<file path="config.mk">
export PLATFORM = sky130hd
export DESIGN_NAME = uart_framed
export DESIGN_NICKNAME = d
export VERILOG_FILES = /design/src/rtl/uart_framed.sv
export SDC_FILE = /design/constraint.sdc
export NUM_CORES = 1
export LEC_CHECK = 0
export ABC_AREA = 1
export BUFFER_PORTS_ARGS = -buffer_cell sky130_fd_sc_hd__buf_2
export CAP_MARGIN = 10
export CORE_AREA = 2 2 84 86
export DETAILED_ROUTE_END_ITERATION = 6
export DIE_AREA = 0 0 86 88
export PLACE_DENSITY = 0.69
export REMOVE_ABC_BUFFERS = 1
export SLEW_MARGIN = 0
export SYNTH_ARGS = -nofsm -noshare
export SYNTH_HDL_FRONTEND = slang
export SYNTH_SLANG_ARGS = --single-unit
export TNS_END_PERCENT = 5
</file>
<file path="constraint.sdc">
create_clock -name clk -period 2 [get_ports clk]
set_input_delay 0.1 -clock clk [delete_from_list [all_inputs] [get_ports clk]]
set_output_delay 0.1 -clock clk [all_outputs]
set_load 0.01 [all_outputs]
</file>
<file path="src/rtl/uart_framed.sv">
// Parametrised full-duplex UART: shared oversampling tick, majority-voted RX with
// parity/framing/overrun reporting held until acknowledged, and a framed TX.
module uart_framed #(
    parameter int CLK_FREQUENCY = 100000000,
    parameter int BAUD_RATE     = 115200,
    parameter int OVERSAMPLING  = 16,
    parameter int DATA_BITS     = 8,
    parameter int PARITY_MODE   = 0,
    parameter int STOP_BITS     = 1
) (
    input  logic                 clk,
    input  logic                 reset,
    input  logic                 rx,
    output logic [DATA_BITS-1:0] rx_data,
    output logic                 rx_valid,
    input  logic                 rx_ack,
    output logic                 rx_parity_err,
    output logic                 rx_frame_err,
    output logic                 rx_overrun,
    output logic                 tx,
    input  logic                 tx_start,
    input  logic [DATA_BITS-1:0] tx_data,
    output logic                 tx_busy
);

    localparam int SAMPLE_RATE = BAUD_RATE * OVERSAMPLING;
    localparam int DIV_RAW     = (CLK_FREQUENCY + SAMPLE_RATE / 2) / SAMPLE_RATE;
    localparam int DIV         = (DIV_RAW < 1) ? 1 : DIV_RAW;
    localparam int DW          = (DIV > 1) ? $clog2(DIV) : 1;
    localparam int SW          = $clog2(OVERSAMPLING);
    localparam int BW          = $clog2(DATA_BITS + 1);
    localparam int TW          = $clog2(OVERSAMPLING * DIV);
    localparam int M           = OVERSAMPLING / 2;

    localparam logic [2:0] S_IDLE   = 3'd0;
    localparam logic [2:0] S_START  = 3'd1;
    localparam logic [2:0] S_DATA   = 3'd2;
    localparam logic [2:0] S_PARITY = 3'd3;
    localparam logic [2:0] S_STOP   = 3'd4;

    localparam logic [DW-1:0] DIV_LAST    = DW'(DIV - 1);
    localparam logic [SW-1:0] SAMPLE_A    = SW'(M - 1);
    localparam logic [SW-1:0] SAMPLE_B    = SW'(M);
    localparam logic [SW-1:0] SAMPLE_C    = SW'(M + 1);
    localparam logic [SW-1:0] SAMPLE_LAST = SW'(OVERSAMPLING - 1);
    localparam logic [BW-1:0] DATA_LAST   = BW'(DATA_BITS - 1);
    localparam logic [BW-1:0] STOP_LAST   = BW'(STOP_BITS - 1);
    localparam logic [TW-1:0] TX_LAST     = TW'(OVERSAMPLING * DIV - 1);
    localparam logic          PARITY_ODD  = (PARITY_MODE == 1);
    localparam logic [2:0]    AFTER_DATA  = (PARITY_MODE != 0) ? S_PARITY : S_STOP;

    logic [DW-1:0] divCnt_q;
    logic          tick;

    assign tick = (divCnt_q == DIV_LAST);

    always_ff @(posedge clk or posedge reset) begin
        if (reset) divCnt_q <= '0;
        else       divCnt_q <= tick ? '0 : divCnt_q + 1'b1;
    end

    // Synchroniser resets to the idle line level so reset never looks like a start bit.
    logic [1:0] rxSync_q;
    logic       rxIn;

    assign rxIn = rxSync_q[1];

    always_ff @(posedge clk or posedge reset) begin
        if (reset) rxSync_q <= 2'b11;
        else       rxSync_q <= {rxSync_q[0], rx};
    end

    logic [2:0]           rxState_q, rxState_d;
    logic [SW-1:0]        rxCnt_q, rxCnt_d;
    logic [BW-1:0]        rxBit_q, rxBit_d;
    logic [1:0]           rxHist_q, rxHist_d;
    logic [DATA_BITS-1:0] rxShift_q, rxShift_d;
    logic                 rxParErr_q, rxParErr_d;
    logic                 vote, voteNow, bitEnd, frameDone, frameErrNew, rxExpPar;

    assign vote     = (rxHist_q[1] & rxHist_q[0]) | (rxHist_q[1] & rxIn) | (rxHist_q[0] & rxIn);
    assign voteNow  = tick && (rxCnt_q == SAMPLE_C);
    assign bitEnd   = tick && (rxCnt_q == SAMPLE_LAST);
    assign rxExpPar = (^rxShift_q) ^ PARITY_ODD;

    always_comb begin
        rxState_d   = rxState_q;
        rxCnt_d     = rxCnt_q;
        rxBit_d     = rxBit_q;
        rxHist_d    = rxHist_q;
        rxShift_d   = rxShift_q;
        rxParErr_d  = rxParErr_q;
        frameDone   = 1'b0;
        frameErrNew = 1'b0;
        if (tick && rxState_q != S_IDLE) begin
            rxCnt_d = rxCnt_q + 1'b1;
            if (rxCnt_q == SAMPLE_A) rxHist_d[0] = rxIn;
            if (rxCnt_q == SAMPLE_B) rxHist_d[1] = rxIn;
        end
        case (rxState_q)
            S_IDLE: begin
                if (tick && !rxIn) begin
                    rxState_d  = S_START;
                    rxCnt_d    = '0;
                    rxBit_d    = '0;
                    rxParErr_d = 1'b0;
                end
            end
            S_START: begin
                if (voteNow && vote) begin
                    rxState_d = S_IDLE;
                end else if (bitEnd) begin
                    rxState_d = S_DATA;
                    rxCnt_d   = '0;
                end
            end
            S_DATA: begin
                if (voteNow) rxShift_d = {vote, rxShift_q[DATA_BITS-1:1]};
                if (bitEnd) begin
                    rxCnt_d = '0;
                    if (rxBit_q == DATA_LAST) begin
                        rxBit_d   = '0;
                        rxState_d = AFTER_DATA;
                    end else begin
                        rxBit_d = rxBit_q + 1'b1;
                    end
                end
            end
            S_PARITY: begin
                if (voteNow && (vote != rxExpPar)) rxParErr_d = 1'b1;
                if (bitEnd) begin
                    rxState_d = S_STOP;
                    rxCnt_d   = '0;
                end
            end
            S_STOP: begin
                // Finish at mid-stop so a start edge inside the stop bit can resync.
                if (voteNow) begin
                    frameDone   = 1'b1;
                    frameErrNew = ~vote;
                    rxState_d   = S_IDLE;
                end
            end
            default: rxState_d = S_IDLE;
        endcase
    end

    always_ff @(posedge clk or posedge reset) begin
        if (reset) begin
            rxState_q  <= S_IDLE;
            rxCnt_q    <= '0;
            rxBit_q    <= '0;
            rxHist_q   <= '0;
            rxShift_q  <= '0;
            rxParErr_q <= 1'b0;
        end else begin
            rxState_q  <= rxState_d;
            rxCnt_q    <= rxCnt_d;
            rxBit_q    <= rxBit_d;
            rxHist_q   <= rxHist_d;
            rxShift_q  <= rxShift_d;
            rxParErr_q <= rxParErr_d;
        end
    end

    // A completing frame takes priority over a simultaneous acknowledge.
    logic [DATA_BITS-1:0] rxData_q;
    logic                 rxValid_q, rxParityErr_q, rxFrameErr_q, rxOverrun_q;

    always_ff @(posedge clk or posedge reset) begin
        if (reset) begin
            rxData_q      <= '0;
            rxValid_q     <= 1'b0;
            rxParityErr_q <= 1'b0;
            rxFrameErr_q  <= 1'b0;
            rxOverrun_q   <= 1'b0;
        end else if (frameDone) begin
            rxData_q      <= rxShift_q;
            rxValid_q     <= 1'b1;
            rxParityErr_q <= rxParErr_q;
            rxFrameErr_q  <= frameErrNew;
            rxOverrun_q   <= rxValid_q & ~rx_ack;
        end else if (rx_ack && rxValid_q) begin
            rxValid_q     <= 1'b0;
            rxParityErr_q <= 1'b0;
            rxFrameErr_q  <= 1'b0;
            rxOverrun_q   <= 1'b0;
        end
    end

    assign rx_data       = rxData_q;
    assign rx_valid      = rxValid_q;
    assign rx_parity_err = rxParityErr_q;
    assign rx_frame_err  = rxFrameErr_q;
    assign rx_overrun    = rxOverrun_q;

    // TX bit timer restarts at acceptance so every bit is exactly OVERSAMPLING*DIV clocks.
    logic [2:0]           txState_q, txState_d;
    logic [TW-1:0]        txTimer_q, txTimer_d;
    logic [BW-1:0]        txBit_q, txBit_d;
    logic [DATA_BITS-1:0] txShift_q, txShift_d;
    logic                 txPar_q, txPar_d, tx_q, tx_d, txBusy_q, txBusy_d, txBitDone;

    assign txBitDone = (txTimer_q == TX_LAST);

    always_comb begin
        txState_d = txState_q;
        txTimer_d = txTimer_q;
        txBit_d   = txBit_q;
        txShift_d = txShift_q;
        txPar_d   = txPar_q;
        tx_d      = tx_q;
        txBusy_d  = txBusy_q;
        if (txState_q != S_IDLE) txTimer_d = txBitDone ? '0 : txTimer_q + 1'b1;
        case (txState_q)
            S_IDLE: begin
                if (tx_start) begin
                    txShift_d = tx_data;
                    txPar_d   = (^tx_data) ^ PARITY_ODD;
                    txState_d = S_START;
                    txTimer_d = '0;
                    txBit_d   = '0;
                    tx_d      = 1'b0;
                    txBusy_d  = 1'b1;
                end
            end
            S_START: begin
                if (txBitDone) begin
                    txState_d = S_DATA;
                    tx_d      = txShift_q[0];
                end
            end
            S_DATA: begin
                if (txBitDone) begin
                    if (txBit_q == DATA_LAST) begin
                        txBit_d   = '0;
                        txState_d = AFTER_DATA;
                        tx_d      = (PARITY_MODE != 0) ? txPar_q : 1'b1;
                    end else begin
                        txBit_d   = txBit_q + 1'b1;
                        txShift_d = txShift_q >> 1;
                        tx_d      = txShift_q[1];
                    end
                end
            end
            S_PARITY: begin
                if (txBitDone) begin
                    txState_d = S_STOP;
                    txBit_d   = '0;
                    tx_d      = 1'b1;
                end
            end
            S_STOP: begin
                if (txBitDone) begin
                    if (txBit_q == STOP_LAST) begin
                        txState_d = S_IDLE;
                        txBit_d   = '0;
                        txBusy_d  = 1'b0;
                        tx_d      = 1'b1;
                    end else begin
                        txBit_d = txBit_q + 1'b1;
                    end
                end
            end
            default: begin
                txState_d = S_IDLE;
                tx_d      = 1'b1;
                txBusy_d  = 1'b0;
            end
        endcase
    end

    always_ff @(posedge clk or posedge reset) begin
        if (reset) begin
            txState_q <= S_IDLE;
            txTimer_q <= '0;
            txBit_q   <= '0;
            txShift_q <= '0;
            txPar_q   <= 1'b0;
            tx_q      <= 1'b1;
            txBusy_q  <= 1'b0;
        end else begin
            txState_q <= txState_d;
            txTimer_q <= txTimer_d;
            txBit_q   <= txBit_d;
            txShift_q <= txShift_d;
            txPar_q   <= txPar_d;
            tx_q      <= tx_d;
            txBusy_q  <= txBusy_d;
        end
    end

    assign tx      = tx_q;
    assign tx_busy = txBusy_q;

endmodule

</file>
==> out/qor.csv, run 1 <==
stage;metric;value;unit
run_status;run_status;finished clean;
logic_synthesis;postSynthAreaPerCell;8.33;µm²
global_route;first_global_vias;2753;
timing;post-route-worst-setup-slack;0.233;ns
setup_path;critical_path.endpoint_type;flip-flop;
logic_synthesis;async_flop_share;1.00;
min_path;min_delay_worst_endpoint;txShift_q[7];
timing;maximum_clock_frequency;0.566;GHz
cells_and_area;final_design_area_no_fill;4080;µm²
detailed_routing;drcViolationCount;0;
setup_path;regToRegSetupSlack;0.23;ns
clock_network;clk_latency;0.35;ns
timing;unrepaired_setup_endpoints_after_global_routing;no;
logic_synthesis;netlist-cell-type-count;41;
clock_network;cts_root_buf;clkbuf_8;
logic_synthesis;postSynth.topFlopCell;dfrtp_1;
logic_synthesis;number_of_enable_type_register_cells_in_the_synthesized_netlist;0;
placed_design;place.port_buffers;26;
timing;timing_max_transition_violations_final;0;
setup_path;critPathBufInv;1;
cells_and_area;post-route-util;0.614;
global_route;grt_pass1_wl;12.1;mm
detailed_routing;detailed_router_s_first_iteration_violation_count;165;
global_route;number_of_antenna_violations_at_the_first_check_in_global_routing;0;
detailed_routing;num_vias;2870;
placed_design;pre_cts_slack;0.0509;ns
clock_network;maximum_clock_insertion_buffer_count;2;
min_path;worst_hold_startpoint;tx_data[7];
placed_design;dpl.hpwl;4.96;mm
logic_synthesis;synth.yosys.seq_area_share;0.483;
floorplanning;num_io_pins;27;
timing;finalHoldViolations;0;
setup_path;cp_slowest_stage_delay;0.43;ns
flow_run;maxCapViolCount;0;
clock_network;cts_inserted_buffers;9;
setup_path;critical_path.reg2reg.endpoint;txShift_q[3];
setup_path;crit-reg2reg-launch;txTimer_q[0];
setup_path;worst_path_dominant_cell_family;compound AO/OA/AOI/OAI gates;
clock_network;tritoncts_num_sinks;69;
logic_synthesis;syn_area;3580;µm²
timing;transition_at_the_pin_with_the_smallest_max_transition_slack;0.519;ns
detailed_routing;drt.antenna.violating_nets;0;
global_route;final_global_route_overflow_total;0;
floorplanning;effective_utilization_at_floorplan;0.539;
placed_design;placement.cell_area;3830;µm²
setup_path;cpMaxStageDelayCell;o21ai_4;
power;worst_ir_drop_vdd;0.389;mV
setup_path;worstPathCellList;ha_1, nand2_1, nor2_2, nand4_2, inv_1, o21ai_4, nand2_1, o21ai_2;
floorplanning;rows;30;
timing;worst_clock_skew;0.00737;ns
detailed_routing;wl_per_cell;12.3;µm
timing;setup_viol_count_final;0;
global_route;grt_start_max_net_pins;41;
timing;timing.setup.tns;0;ns
detailed_routing;drt-vias-per-instance;5.19;
floorplanning;fp.dieW;86;µm
logic_synthesis;netlist_instances;430;
clock_network;clk_transition_reported_paths;0.07;ns
global_route;grt_usage;0.204;
setup_path;critPathRequiredTime;2.27;ns
floorplanning;die_height;88;µm
detailed_routing;wirelength;6.81;mm
min_path;hold_path_cell_cnt;3;
setup_path;path_common_cell;nand2_1;
timing;min_period_over_period;0.883;
setup_path;worstRegToRegCells;8;
power;static-leakage-power;2.00;nW
setup_path;worstSetupPathDepth;8;
setup_path;cp_max_fo;15;
clock_network;cts_tree;built;
detailed_routing;first_pass_iters;4;
clock_network;cts.htree.levels;3;
timing;slew-limit-headroom;0.653;
cells_and_area;layout-drive-gt1-share;0.169;
cells_and_area;number_of_antenna_cells_inserted;0;
floorplanning;design.core.area;6640;µm²
setup_path;setup.worst_path.class;flip-flop to flip-flop;
setup_path;cp_data_arrival_time;2.04;ns
logic_synthesis;count_of_synthesis_stage_warnings_from_yosys;0;
power;total_power_divided_by_cell_area;676;nW/µm²
logic_synthesis;postSynthRegisterBits;69;
setup_path;critical_path.startpoint_type;flip-flop;
placed_design;gp_routability_congestion;0.873;
min_path;worst_hold_path_type;primary input to flip-flop;
timing;final_period_minus_worst_setup_slack;1.77;ns
cells_and_area;num-nets-final;490;
floorplanning;die-area;7570;µm²
cells_and_area;area_delta_synth_final;13.9;%
placed cells by master (no fill, tap or decap), drive strengths merged:
master         n
bufinv         2
nand2        111
a32o           1
nand3         29
dfstp          3
nand4          4
nor3b          2
xnor2          2
dlygate4sd3    2
a22o           1
nor2          39
a22oi          1
nand3b         1
o21a           1
inv           62
buf           30
dfrtp         66
o22ai          4
nor3           7
clkinv         2
a21oi         12
clkbuf        12
xor2           7
or2            2
o21ai         52
and3           1
o32ai          1
ha             9
o211ai         1
mux2i          6
state kept, by name, summed over array words and instances (netlist names), 2 cells and up:
| register | cells |
|---|---|
| txBit_q | 4 |
| txShift_q | 8 |
| rxState_q | 3 |
| divCnt_q | 6 |
| rxShift_q | 8 |
| rxBit_q | 4 |
| rx_data | 8 |
| txTimer_q | 10 |
| txState_q | 3 |
| rxSync_q | 2 |
| rxHist_q | 2 |
| rxCnt_q | 4 |
cells by family after synthesis:
| logic type | after synthesis | share of synthesized area |
|---|---|---|
| DFF | 69 | 0.483 |
| buffers and inverters | 67 | 0.0744 |
| muxes | 6 | 0.0168 |
| and+or+nand+nor | 196 | 0.247 |
| adders and majority gates | 9 | 0.0314 |
| xor gates and xnor gates | 9 | 0.0220 |
| AOI/OAI and AO/OA | 74 | 0.125 |
how the worst max path moves through the flow:
stage,start,endpoint,slack (ns)
6_report,txTimer_q[0],txShift_q[3],0.23
5_1_grt,divCnt_q[1],rxState_q[0],0.02
4_1_cts,txTimer_q[0],txShift_q[3],0.02
3_5_place_dp,txTimer_q[0],txShift_q[3],0.05
3_3_place_gp,txTimer_q[0],txShift_q[3],0.13
2_1_floorplan,divCnt_q[1],rx_frame_err,0.06
tightest hold or removal path: stages:
cell and delay, ns:
buf_2 0.08, nand3_1 0.08, nand2_1 0.07
per-layer routing:
metal	wire, µm	GRT usage	part of all wire	vias up
li1	-	-	-	1468
met1	3450	0.274	0.51	1344
met2	2960	0.310	0.44	44
met3	226	0.0443	0.033	14
met4	165	0.113	0.024	0
met5	0	0	0	-
power by group:
group	leakage [nW]	internal (W)	total, W	switching, W
combinational	0.980	0.0000231	0.0000652	0.0000420
sequential	0.901	0.00140	0.00141	0.00000362
clock	0.116	0.000767	0.00129	0.000522
what timing repair did:
item	CTS	global route
endpoints found under the setup margin	0	9
endpoints found under the hold margin	13	0
hold buffers	2	0
buffers inserted	0	0
resized for setup	0	2
synth_stat cells, drive strengths merged, types with 2 or more instances:
cell type	n	area [µm²]
nand2	111	439
dfrtp	66	1650
inv	62	238
o21ai	52	298
nor2	39	194
nand3	29	145
a21oi	12	75.1
ha	9	113
nor3	7	35.0
xor2	7	61.3
mux2i	6	60.1
nand4	4	31.3
o22ai	4	25.0
buf	3	21.3
dfstp	3	78.8
clkbuf	2	7.51
nor3b	2	15.0
or2	2	12.5
xnor2	2	17.5
metrics by stage:
| stage | power [W] | instances | hold WS (ns) |
|---|---|---|---|
| after global routing | 0.00286 | 553 | 0.0414 |
| final | 0.00276 | 553 | 0.00676 |
| after detailed placement | 0.00150 | 535 | 0.0670 |
| after CTS | 0.00280 | 553 | 0.0144 |
| after global placement | 0.00150 | 535 | 0.0677 |
| after floorplan | 0.00146 | 425 | 0.104 |
cell type report:
class	instances	area [µm²]
well taps	80	100
clock buffers	12	155
flip-flops and latches	69	1730
repair buffers	32	193
fillers	565	2560
multi-input cells	294	1600
clock inverters	4	70.1
inverters	62	238
No activity file was read; power rests on OpenSTA's default activity.
==> run 2, diff against run 1 <==
- CORE_AREA: 2 2 84 86 -> 2 2 128 130
- DIE_AREA: 0 0 86 88 -> 0 0 130 132
- PLACE_DENSITY: 0.69 -> 0.33
==> run 2 against run 1 <==
Combinational power up 0.8%. Die area is 130% higher. Global-route usage shrank 10 points. Non-clock buffer count grew 3. Hold slack improved by 0.028 ns. Clock power up 13%. Count of clock-buffer cells in the layout decreased by 1. Sequential share of layout area down 2.3 points. Via count down 1.1%. Power is 6.2% higher. Largest power group is now clock.
==> out/qor.csv, run 2 (synthesis gave the netlist of run 1 again) <==
stage;metric;value;unit;change
clock_network;maximum_clock_insertion_buffer_count;2;;unchanged
global_route;grt.busiest_layer;met2;;
timing;unrepaired_setup_endpoints_after_global_routing;no;;
timing;worst_clock_skew;0.00436;ns;-0.00301 ns
floorplanning;effective_utilization_at_floorplan;0.228;;-0.311
setup_path;regToRegSetupSlack;0.24;ns;about the same
placed_design;dpl.hpwl;5.60;mm;+13%
setup_path;crit-reg2reg-launch;divCnt_q[1];;
global_route;grt_start_max_net_pins;70;;+71%
setup_path;cp_max_fo;5;;-10
global_route;routing_usage_on_met3;0.0211;;-0.0232
run_status;run_status;finished clean;;
cells_and_area;layout_commonest_cell;nand2_1;;
setup_path;critical_path.reg2reg.endpoint;rxState_q[0];;
setup_path;critPathRequiredTime;2.21;ns;-0.06 ns
timing;min_period_over_period;0.882;;-0.00138
floorplanning;die_height;132;µm;+50%
power;total_power_divided_by_cell_area;679;nW/µm²;+0.40%
global_route;number_of_antenna_violations_at_the_first_check_in_global_routing;0;;unchanged
timing;post-route-worst-setup-slack;0.236;ns;+0.00275 ns
setup_path;worstRegToRegCells;11;;+3
floorplanning;rows;46;;+53%
detailed_routing;drt.antenna.violating_nets;0;;unchanged
timing;final_period_minus_worst_setup_slack;1.76;ns;-0.00275 ns
placed_design;placement.cell_area;4020;µm²;+5.0%
detailed_routing;num_vias;2837;;-1.1%
floorplanning;fp.dieW;130;µm;+51%
clock_network;post_cts_buffers;0;;unchanged
detailed_routing;drcViolationCount;0;;unchanged
setup_path;critical_path.endpoint_type;flip-flop;;
cells_and_area;final-seq-area;1730;µm²;unchanged
cells_and_area;area_delta_synth_final;20.6;%;
detailed_routing;wirelength;7.88;mm;+16%
detailed_routing;first_pass_iters;4;;unchanged
placed_design;pre_cts_slack;0.0566;ns;+0.00576 ns
cells_and_area;post-route-util;0.275;;-0.339
global_route;grt_util_met2;0.141;;-0.169
cells_and_area;multi_input_area;1600;µm²;+0.16%
global_route;final_global_route_overflow_total;0;;unchanged
power;static-leakage-power;2.02;nW;+1.2%
power;p_total;0.00293;W;+6.2%
min_path;worst_hold_startpoint;rx_ack;;
timing;timing.setup.tns;0;ns;unchanged
placed_design;place.port_buffers;26;;unchanged
timing;timing_max_transition_violations_final;0;;unchanged
cells_and_area;filler_cell_count;1681;;+200%
floorplanning;die-area;17200;µm²;+130%
timing;maximum_clock_frequency;0.567;GHz;+0.16%
cells_and_area;max_flop_register;txTimer_q;;
min_path;hold_path_cell_cnt;4;;+1
min_path;min_delay_worst_endpoint;rx_valid;;
setup_path;critical_path.startpoint_type;flip-flop;;
flow_run;maxCapViolCount;0;;unchanged
detailed_routing;drt-vias-per-instance;4.11;;-21%
clock_network;cts_tree;built;;
timing;transition_at_the_pin_with_the_smallest_max_transition_slack;0.516;ns;-0.00276 ns
clock_network;clk_transition_reported_paths;0.06;ns;about the same
global_route;first_global_vias;2698;;-2.0%
global_route;grt_use_met1;0.141;;-0.133
min_path;worst_hold_path_type;primary input to flip-flop;;
setup_path;setup.worst_path.class;flip-flop to flip-flop;;
cells_and_area;final_design_area_no_fill;4320;µm²;+5.8%
cells_and_area;largest_register_ff_count;10;;unchanged
detailed_routing;detailed_router_s_first_iteration_violation_count;170;;+3.0%
clock_network;cts_inserted_buffers;9;;unchanged
cells_and_area;layout-drive-gt1-share;0.175;;+0.00560
timing;setup_viol_count_final;0;;unchanged
global_route;grt_usage;0.100;;-0.104
detailed_routing;wl_per_cell;11.4;µm;-7.4%
timing;slew-limit-headroom;0.655;;+0.00185
cells_and_area;num-nets-final;493;;+0.61%
global_route;grt_pass1_wl;13.5;mm;+11%
cells_and_area;final_cell_mix;nand2_1 (105), dfrtp_1 (66), inv_1 (56);;
clock_network;tritoncts_num_sinks;69;;unchanged
floorplanning;num_io_pins;27;;unchanged
floorplanning;design.core.area;15700;µm²;+140%
clock_network;clk_latency;0.33;ns;-0.02 ns
timing;finalHoldViolations;0;;unchanged
cells_and_area;number_of_antenna_cells_inserted;0;;unchanged
clock_network;cts.htree.levels;3;;unchanged
placed_design;gp_routability_congestion;0.737;;-16%
setup_path;cp_data_arrival_time;1.97;ns;-0.07 ns
clock_network;cts_root_buf;clkbuf_16;;
power;worst_ir_drop_vdd;0.364;mV;-6.5%
-- run 2: layer usage --
layer,vias to the layer above,wire [µm],share of wire
li1,1482,-,-
met1,1301,4080,0.52
met2,43,3360,0.43
met3,11,240,0.030
met4,0,194,0.025
met5,-,0,0
-- run 2: worst max-delay path by stage --
stage	start	to	slack, ns	cells past startpoint
4_1_cts	txTimer_q[0]	txShift_q[6]	0.04	8
2_1_floorplan	divCnt_q[1]	rx_frame_err	0.06	9
3_5_place_dp	txTimer_q[0]	txShift_q[6]	0.06	8
5_1_grt	divCnt_q[1]	rxBit_q[3]	0.008	11
3_3_place_gp	txTimer_q[0]	txShift_q[4]	0.1	8
6_report	divCnt_q[1]	rxState_q[0]	0.24	11
-- run 2: area by class of cell --
| class | count | area share |
|---|---|---|
| Inverter | 62 | 0.0550 |
| Multi-Input combinational cell | 294 | 0.370 |
| Clock inverter | 4 | 0.00579 |
| Tap cell | 216 | 0.0626 |
| Timing Repair Buffer | 35 | 0.0498 |
| Clock buffer | 11 | 0.0562 |
| Sequential cell | 69 | 0.401 |
-- run 2: power by group --
group / switching [W] / total [W] / internal (W)
clock network: 0.000598 / 0.00146 / 0.000861
logic: 0.0000437 / 0.0000657 / 0.0000221
registers: 0.00000308 / 0.00141 / 0.00140
-- run 2: critical path, stage by stage, from the launching register on --
cell	delay (ns)
dfrtp_1	0.39
inv_1	0.07
ha_1	0.13
nand2_1	0.06
nor2_2	0.16
buf_4	0.16
nand2_1	0.09
nand2_2	0.10
nand3_1	0.07
nand3b_1	0.24
nand2_1	0.09
o21ai_0	0.08
-- run 2: stage by stage --
stage | cells | hold WS (ns)
after detailed placement | 674 | 0.212
after CTS | 691 | 0.0161
after floorplan | 425 | 0.104
final | 691 | 0.0345
after global placement | 674 | 0.205
after global routing | 691 | 0.0487
-- run 2: what timing repair did --
action / CTS / global route
hold buffers: 2 / 0
hold endpoints to repair: 67 / 0
gates resized for setup: 0 / 4
endpoints found under the setup margin: 0 / 21
